### config.mk
export PLATFORM = sky130hd
export DESIGN_NAME = ps2_key_event_ctrl
export DESIGN_NICKNAME = d
export VERILOG_FILES = /design/src/rtl/ps2_pkg.sv /design/src/rtl/ps2_evt_fifo.sv /design/src/rtl/ps2_key_event_ctrl.sv
export SDC_FILE = /design/constraint.sdc
export NUM_CORES = 1
export LEC_CHECK = 0
export ABC_AREA = 0
export CAP_MARGIN = 20
export CELL_PAD_IN_SITES_DETAIL_PLACEMENT = 0
export CELL_PAD_IN_SITES_GLOBAL_PLACEMENT = 2
export CORE_UTILIZATION = 38
export CTS_CLUSTER_DIAMETER = 40
export DETAILED_ROUTE_END_ITERATION = 8
export GPL_TIMING_DRIVEN = 0
export PLACE_DENSITY = 0.82
export SLEW_MARGIN = 20
export SYNTH_ARGS = -nofsm -noshare
export SYNTH_HDL_FRONTEND = slang
export SYNTH_SLANG_ARGS = --single-unit
### constraint.sdc
create_clock -name clk -period 4.7 [get_ports clk]
set_input_delay 0.94 -clock clk [delete_from_list [all_inputs] [get_ports clk]]
set_output_delay 0.94 -clock clk [all_outputs]
set_load 0.01 [all_outputs]
### src/rtl/ps2_pkg.sv
// ---------------------------------------------------------------------------
// ps2_pkg
// Shared definitions for the PS/2 key-event path:
//   PFX_EXT / PFX_BRK  set-2 prefix bytes (extended, break)
//   ST_*               scan-sequencer state encoding
//   ps2_evt_t          event record {ext, brk, code[7:0]}, EVT_W bits wide
// ---------------------------------------------------------------------------
package ps2_pkg;

    localparam logic [7:0] PFX_EXT = 8'hE0;
    localparam logic [7:0] PFX_BRK = 8'hF0;

    localparam int EVT_W = 10;

    // bit0 = "E0 seen", bit1 = "F0 seen"; a prefix byte simply ORs in its bit.
    localparam logic [1:0] ST_IDLE    = 2'b00;
    localparam logic [1:0] ST_EXT     = 2'b01;
    localparam logic [1:0] ST_BRK     = 2'b10;
    localparam logic [1:0] ST_EXT_BRK = 2'b11;

    typedef struct packed {
        logic       ext;
        logic       brk;
        logic [7:0] code;
    } ps2_evt_t;

    function automatic ps2_evt_t mk_evt(input logic ext, input logic brk, input logic [7:0] code);
        ps2_evt_t e;
        e.ext  = ext;
        e.brk  = brk;
        e.code = code;
        return e;
    endfunction

endpackage

### src/rtl/ps2_evt_fifo.sv
// ---------------------------------------------------------------------------
// ps2_evt_fifo
// Synchronous first-word-fall-through FIFO with a registered head output and
// a sticky overflow flag.
//   clk, rst   clock, synchronous active-low reset
//   wr_en/din  push request and data (dropped when full without a pop)
//   rd_en      pop request (ignored while empty)
//   ovf_clr    clears ovf; a drop in the same cycle keeps it set
//   dout       registered head entry (zero while empty)
//   valid      FIFO not empty
//   ovf        sticky overflow
// ---------------------------------------------------------------------------
module ps2_evt_fifo
    import ps2_pkg::*;
#(
    parameter int DEPTH = 8,
    parameter int W     = EVT_W
) (
    input  logic         clk,
    input  logic         rst,
    input  logic         wr_en,
    input  logic [W-1:0] din,
    input  logic         rd_en,
    input  logic         ovf_clr,
    output logic [W-1:0] dout,
    output logic         valid,
    output logic         ovf
);

    localparam int AW = $clog2(DEPTH);

    logic [W-1:0]  mem_q [DEPTH];
    logic [W-1:0]  mem_d [DEPTH];
    logic [AW-1:0] wr_ptr_q, wr_ptr_d;
    logic [AW-1:0] rd_ptr_q, rd_ptr_d;
    logic [AW:0]   cnt_q, cnt_d;
    logic [W-1:0]  head_q, head_d;
    logic          valid_q, valid_d;
    logic          ovf_q, ovf_d;

    logic full, empty, do_push, do_pop;

    always_comb begin
        empty   = (cnt_q == '0);
        full    = (cnt_q == (AW+1)'(DEPTH));
        do_pop  = rd_en && !empty;
        // a pop frees the slot in the same cycle, so a full FIFO still accepts
        do_push = wr_en && (!full || do_pop);

        mem_d    = mem_q;
        wr_ptr_d = wr_ptr_q;
        rd_ptr_d = rd_ptr_q;
        cnt_d    = cnt_q;

        if (do_push) begin
            mem_d[wr_ptr_q] = din;
            wr_ptr_d        = wr_ptr_q + AW'(1);
        end
        if (do_pop)
            rd_ptr_d = rd_ptr_q + AW'(1);

        case ({do_push, do_pop})
            2'b10:   cnt_d = cnt_q + (AW+1)'(1);
            2'b01:   cnt_d = cnt_q - (AW+1)'(1);
            default: cnt_d = cnt_q;
        endcase

        if (wr_en && !do_push)
            ovf_d = 1'b1;
        else if (ovf_clr)
            ovf_d = 1'b0;
        else
            ovf_d = ovf_q;

        // Head register looks one write ahead: when the queue is (or becomes)
        // empty apart from this push, the new head is din, not yet in mem_q.
        valid_d = (cnt_d != '0);
        head_d  = '0;
        if (cnt_d != '0) begin
            if (do_push && (empty || (do_pop && cnt_q == (AW+1)'(1))))
                head_d = din;
            else
                head_d = mem_q[rd_ptr_d];
        end
    end

    always_ff @(posedge clk) begin
        mem_q <= mem_d;
    end

    always_ff @(posedge clk) begin
        if (!rst) begin
            wr_ptr_q <= '0;
            rd_ptr_q <= '0;
            cnt_q    <= '0;
            head_q   <= '0;
            valid_q  <= 1'b0;
            ovf_q    <= 1'b0;
        end else begin
            wr_ptr_q <= wr_ptr_d;
            rd_ptr_q <= rd_ptr_d;
            cnt_q    <= cnt_d;
            head_q   <= head_d;
            valid_q  <= valid_d;
            ovf_q    <= ovf_d;
        end
    end

    assign dout  = head_q;
    assign valid = valid_q;
    assign ovf   = ovf_q;

endmodule

### src/rtl/ps2_key_event_ctrl.sv
// ---------------------------------------------------------------------------
// ps2_key_event_ctrl
// Turns raw set-2 scan bytes into key events {ext, brk, code}: E0/F0 prefix
// bytes are absorbed by a small sequencer, a stalled prefix sequence is
// aborted after TIMEOUT_CYC idle cycles, and finished events are queued in
// an FWFT FIFO popped with evt_rd.
// Ports:
//   clk, rst            clock, synchronous active-low reset
//   rx_data, rx_done    received byte and its one-cycle strobe
//   evt_rd              pop head event (ignored while evt_valid=0)
//   evt_valid           head event present on evt_code/evt_ext/evt_brk
//   ovf, ovf_clr        sticky drop flag and its clear
// Optional build macro: PS2_TYPEMATIC_FILTER_EN -- suppress repeated make
// events of the same key until its break is seen.
// ---------------------------------------------------------------------------
module ps2_key_event_ctrl
    import ps2_pkg::*;
#(
    parameter int FIFO_DEPTH  = 8,
    parameter int TIMEOUT_CYC = 500000
) (
    input  logic       clk,
    input  logic       rst,
    input  logic [7:0] rx_data,
    input  logic       rx_done,
    input  logic       evt_rd,
    output logic       evt_valid,
    output logic [7:0] evt_code,
    output logic       evt_ext,
    output logic       evt_brk,
    output logic       ovf,
    input  logic       ovf_clr
);

    localparam int TMO_W = $clog2(TIMEOUT_CYC + 1);

    logic [1:0]       st_q, st_d;
    logic [TMO_W-1:0] tmo_q, tmo_d;

    logic     raw_push;
    ps2_evt_t raw_evt;
    logic     push;
    ps2_evt_t head;

    // Sequencer + timeout
    always_comb begin
        st_d     = st_q;
        tmo_d    = '0;
        raw_push = 1'b0;
        raw_evt  = mk_evt(st_q[0], st_q[1], rx_data);

        if (rx_done) begin
            case (rx_data)
                PFX_EXT: st_d = st_q | ST_EXT;
                PFX_BRK: st_d = st_q | ST_BRK;
                default: begin
                    raw_push = 1'b1;
                    st_d     = ST_IDLE;
                end
            endcase
        end else if (st_q != ST_IDLE) begin
            if (tmo_q == TMO_W'(TIMEOUT_CYC - 1))
                st_d = ST_IDLE;   // abandon the partial prefix silently
            else
                tmo_d = tmo_q + TMO_W'(1);
        end
    end

    always_ff @(posedge clk) begin
        if (!rst) begin
            st_q  <= ST_IDLE;
            tmo_q <= '0;
        end else begin
            st_q  <= st_d;
            tmo_q <= tmo_d;
        end
    end

`ifdef PS2_TYPEMATIC_FILTER_EN
    // Remembers the last make {ext, code}; repeats of it are swallowed until
    // the matching break re-arms the key.
    logic [8:0] filt_key_q, filt_key_d;
    logic       filt_vld_q, filt_vld_d;
    logic       filt_hit;

    always_comb begin
        filt_key_d = filt_key_q;
        filt_vld_d = filt_vld_q;
        filt_hit   = filt_vld_q && (filt_key_q == {raw_evt.ext, raw_evt.code});
        push       = raw_push;
        if (raw_push) begin
            if (raw_evt.brk) begin
                if (filt_hit)
                    filt_vld_d = 1'b0;
            end else if (filt_hit) begin
                push = 1'b0;
            end else begin
                filt_key_d = {raw_evt.ext, raw_evt.code};
                filt_vld_d = 1'b1;
            end
        end
    end

    always_ff @(posedge clk) begin
        if (!rst) begin
            filt_key_q <= '0;
            filt_vld_q <= 1'b0;
        end else begin
            filt_key_q <= filt_key_d;
            filt_vld_q <= filt_vld_d;
        end
    end
`else
    assign push = raw_push;
`endif

    ps2_evt_fifo #(
        .DEPTH (FIFO_DEPTH),
        .W     (EVT_W)
    ) u_fifo (
        .clk     (clk),
        .rst     (rst),
        .wr_en   (push),
        .din     (raw_evt),
        .rd_en   (evt_rd),
        .ovf_clr (ovf_clr),
        .dout    (head),
        .valid   (evt_valid),
        .ovf     (ovf)
    );

    assign evt_code = head.code;
    assign evt_ext  = head.ext;
    assign evt_brk  = head.brk;

endmodule

==> results.md <==
### Layout
• **footprint of the multi-input gates** 2150 µm²
• **most frequent cells in the layout** sky130_fd_sc_hd__edfxtp_1, sky130_fd_sc_hd__nor2_1, sky130_fd_sc_hd__dfxtp_1, sky130_fd_sc_hd__clkdlybuf4s50_1, sky130_fd_sc_hd__mux4_2
• **proportion of layout cells with a drive suffix above 1** 22.3%
• **Sequential Area** 3260 µm²
• **ant diodes** 0
• **number of standard cells in the layout, taps in and fillers out** 650
• **Final Net Count** 478
• **most frequent standard cell in the layout excluding fill and tap cells** sky130_fd_sc_hd__edfxtp_1
• **Layout fillers** 1243
• **P&R area growth vs syn** 21.6%

### STA
• **normalized max-slew margin** 32.3%
• **Final period util** 91.4%
• **number of max-slew violations in the final report** 0
• **Final Critical Period** 4300 ps
• **Fmax achieved** 0.233 GHz
• **setup slack after layout** 404 ps
• **clock tree skew after final layout** 11.3 ps
• **final count of hold timing violations** 0
• **total negative slack for setup checks** 0 ps
• **setup repair after global routing missed its margin** no
• **Final setup violation count** 0
• **slew at the pin closest to its max-slew limit** 1010 ps

### Min path
• **critical hold path startpoint** tmo_q[0]$_SDFF_PP0_
• **destination of the worst hold path** tmo_q[0]$_SDFF_PP0_
• **worst hold path class** register to register
• **hold depth** 1

### Critical path
• **library cell contributing the largest single delay on the critical path** sky130_fd_sc_hd__clkdlybuf4s50_1
• **number of cell instances on the worst register-to-register path** 13
• **Crit. End Element** register
• **crit path cell chain** clkdlybuf4s50_1 > nor4_2 > a21oi_2 > nand2b_1 > clkbuf_1 > inv_1 > ha_1 > nor2b_1 > a32oi_1 > a31oi_1 > nor4_2 > clkbuf_2 > a211oi_1
• **path type of the worst setup path** primary input to register
• **cell with the most instances on the worst path** sky130_fd_sc_hd__nor4_2
• **delay contributed by the slowest stage of the critical path** 630 ps
• **Max Fanout on Critical Path** 10
• **startpoint of the worst register-to-register path** u_fifo.cnt_q[0]$_SDFF_PN0_
• **nature of the critical path startpoint** primary input
• **number of buffers and inverters on the critical path** 4
• **worst flop-to-flop path endpoint** u_fifo.dout[2]$_SDFF_PN0_
• **required time of the critical path** 4990 ps
• **cell class contributing the biggest share of worst-path delay** buffers and inverters
• **Critical Path AT** 4580 ps
• **Register-to-Register Setup Slack** 940 ps

### Detailed routing
• **final routed wirelength across all metal layers** 11200 µm
• **vias after detailed routing** 3381
• **post-route ant nets** 0
• **detail-routed via count per cell** 5.20
• **DRT Pass-1 Iters** 4
• **remaining design rule violation count** 0
• **Detailed Route Iter0 Violations** 227
• **per-cell routed wire length** 17.3 µm

### Clock network
• **clock-pin slew on the worst setup and hold paths** 50 ps
• **number of clock buffers inserted by TritonCTS** 17
• **Clk Latency, worst-skew pair** 420 ps
• **clock root buffer master** sky130_fd_sc_hd__clkbuf_16
• **clock tree from TritonCTS** built
• **TritonCTS sink count** 123
• **# H-tree levels** 4
• **hold buffer count at cts** 0
• **worst-case clock buffer depth** 2
• **number of post-CTS setup repair buffers** 0

### Yosys
• **portion of the post-synthesis area used by sequential elements** 59.4%
• **share of flip-flops with an asynchronous set or reset** 0%
• **post-synthesis cell count** 405
• **mean cell area of the mapped netlist** 13.6 µm²
• **netlist area before placement** 5500 µm²
• **number of warning messages in the yosys log** 0
• **synthesized net count** 426
• **predominant post-synthesis flop cell** sky130_fd_sc_hd__edfxtp_1
• **Post-synth EDFFs** 80
• **register bit count reported by yosys** 123
• **library cells used by synthesis** 51

### Power and ir drop
• **Design Power** 3.39 mW
• **Power per Cell Area** 508 nW/µm²
• **standby leakage power** 2.31 nW
• **Worst VDD drop** 228 µV

### Run
• **maxcap violations** 0

### Placed design
• **dpl ws** -681 ps
• **detailed placement HPWL** 7800 µm
• **instance count after placement with tap cells included** 618
• **routability-driven placement congestion ratio** 0.739
• **number of port buffers** 24

### GRT
• **Overflow after GRT** 0
• **initial antenna violation count** 0
• **number of global-route vias before repair** 3391
• **overall routing resource usage** 16.8%
• **maximum number of pins on one net before global-route repair** 17
• **wire length of the first global-routing pass** 18300 µm

### Floorplan
• **Row Count** 43
• **die outline area** 15000 µm²
• **Chip Height** 122 µm
• **number of I/O pins** 25
• **area of the placeable core** 14000 µm²
• **Initial Util** 39.3%
• **die extent in x** 122 µm

### Status
• **status** finished clean

flip-flops by register name (all words and copies together) (netlist names):
name	flops
u_fifo.mem_q	80
tmo_q	19
u_fifo.dout	10
u_fifo.cnt_q	4
u_fifo.rd_ptr_q	3
u_fifo.wr_ptr_q	3
st_q	2
u_fifo.ovf	1
u_fifo.valid	1
worst max-delay path by stage:
stage / from / endpoint / slack, ps / depth (start not counted)
2_1_floorplan: rx_data[0] / u_fifo.dout[0]$_SDFF_PN0_ / 1330 / 12
3_3_place_gp: rx_data[0] / u_fifo.dout[2]$_SDFF_PN0_ / -500 / 13
6_report: rx_data[0] / u_fifo.dout[7]$_SDFF_PN0_ / 400 / 13
4_1_cts: rx_data[0] / u_fifo.dout[7]$_SDFF_PN0_ / 110 / 13
5_1_grt: rx_data[0] / u_fifo.dout[7]$_SDFF_PN0_ / 80 / 13
3_5_place_dp: rx_data[0] / u_fifo.dout[2]$_SDFF_PN0_ / -680 / 13
stage by stage:
step                instance area [µm²]  utilization (%)  hold slack (ps)
detailed placement                 6060             43.3              456
CTS                                6670             47.7              468
floorplan                          5500                -              430
finish                             6680             47.8              459
global placement                   5960             42.6              440
global route                       6680             47.8              499
cell usage after synthesis, types with 2 or more instances:
cell type                   count  share of area, %
sky130_fd_sc_hd__edfxtp_1      80                44
sky130_fd_sc_hd__dfxtp_1       43                16
sky130_fd_sc_hd__nor2_1        43               2.9
sky130_fd_sc_hd__mux4_2        20               8.2
sky130_fd_sc_hd__a21oi_1       19               1.7
sky130_fd_sc_hd__mux2_2        15               3.1
sky130_fd_sc_hd__nand2_1       14              0.96
sky130_fd_sc_hd__inv_1         12              0.82
sky130_fd_sc_hd__xor2_1        12               1.9
sky130_fd_sc_hd__nand3_1       10              0.91
sky130_fd_sc_hd__a211oi_1       9               1.2
sky130_fd_sc_hd__a2bb2oi_1      9               1.4
sky130_fd_sc_hd__clkbuf_1       9              0.61
sky130_fd_sc_hd__mux2i_1        9               1.6
sky130_fd_sc_hd__buf_2          8              0.73
sky130_fd_sc_hd__ha_1           8               1.8
sky130_fd_sc_hd__and2_1         7              0.80
sky130_fd_sc_hd__xnor2_1        7               1.1
sky130_fd_sc_hd__mux2_1         6               1.2
sky130_fd_sc_hd__nand4_1        6              0.68
sky130_fd_sc_hd__nor2b_1        6              0.68
sky130_fd_sc_hd__nor3_1         5              0.46
sky130_fd_sc_hd__nor4b_1        5              0.80
sky130_fd_sc_hd__and3_1         4              0.46
sky130_fd_sc_hd__nor4_1         4              0.46
sky130_fd_sc_hd__nand2b_1       3              0.34
sky130_fd_sc_hd__a221oi_4       2              0.96
sky130_fd_sc_hd__and2b_1        2              0.27
sky130_fd_sc_hd__and4bb_2       2              0.46
sky130_fd_sc_hd__nor3b_1        2              0.27
sky130_fd_sc_hd__o211ai_1       2              0.27
sky130_fd_sc_hd__o21ai_0        2              0.18
sky130_fd_sc_hd__o31a_1         2              0.32
cells by family after synthesis:
group / after synthesis / synth area share (%)
AOI/OAI and AO/OA: 53 / 7.51
xor gates and xnor gates: 19 / 3.03
adders and majority gates: 8 / 1.82
buffers and inverters: 32 / 2.53
DFF: 123 / 59.4
muxes: 51 / 14.4
and+or+nand+nor: 119 / 11.4
cell type report:
class / instances / share of cell area (%)
Timing Repair Buffer: 33 / 4.46
Inverter: 12 / 0.674
Tap cell: 180 / 3.37
Multi-Input combinational cell: 250 / 32.2
Sequential cell: 123 / 48.8
Clock inverter: 11 / 2.17
Buffer: 20 / 1.42
Clock buffer: 21 / 6.89
power by group:
part	internal (mW)	total, mW	switching, mW
sequential	1.23	1.26	0.0357
combinational	0.395	0.807	0.412
clock	0.860	1.32	0.460
total	2.48	3.39	0.907
routing by layer:
metal  track usage (%)  up-vias  part of all wire, %
met2              26.1       57                   49
li1                  -     1643                    -
met1              22.2     1670                   46
met4              7.09        0                  1.4
met5                 0        -                    0
met3              4.46       11                  3.9
worst register-to-register path, stage by stage (launching register included):
cell,delay (ps)
sky130_fd_sc_hd__dfxtp_1,370
sky130_fd_sc_hd__inv_1,110
sky130_fd_sc_hd__ha_1,300
sky130_fd_sc_hd__or3b_4,470
sky130_fd_sc_hd__nand2_1,170
sky130_fd_sc_hd__buf_2,350
sky130_fd_sc_hd__inv_1,80
sky130_fd_sc_hd__ha_1,370
sky130_fd_sc_hd__nor2b_1,170
sky130_fd_sc_hd__or3b_2,450
sky130_fd_sc_hd__a31oi_1,250
sky130_fd_sc_hd__nor4_2,110
sky130_fd_sc_hd__clkbuf_2,230
sky130_fd_sc_hd__a211oi_1,250
what timing repair did:
item	4_1_cts	5_1_grt
resized for setup	2	2
pin swaps	0	0
endpoints found under the setup margin	10	10
Note: power is estimated with default switching activity, not from simulation.
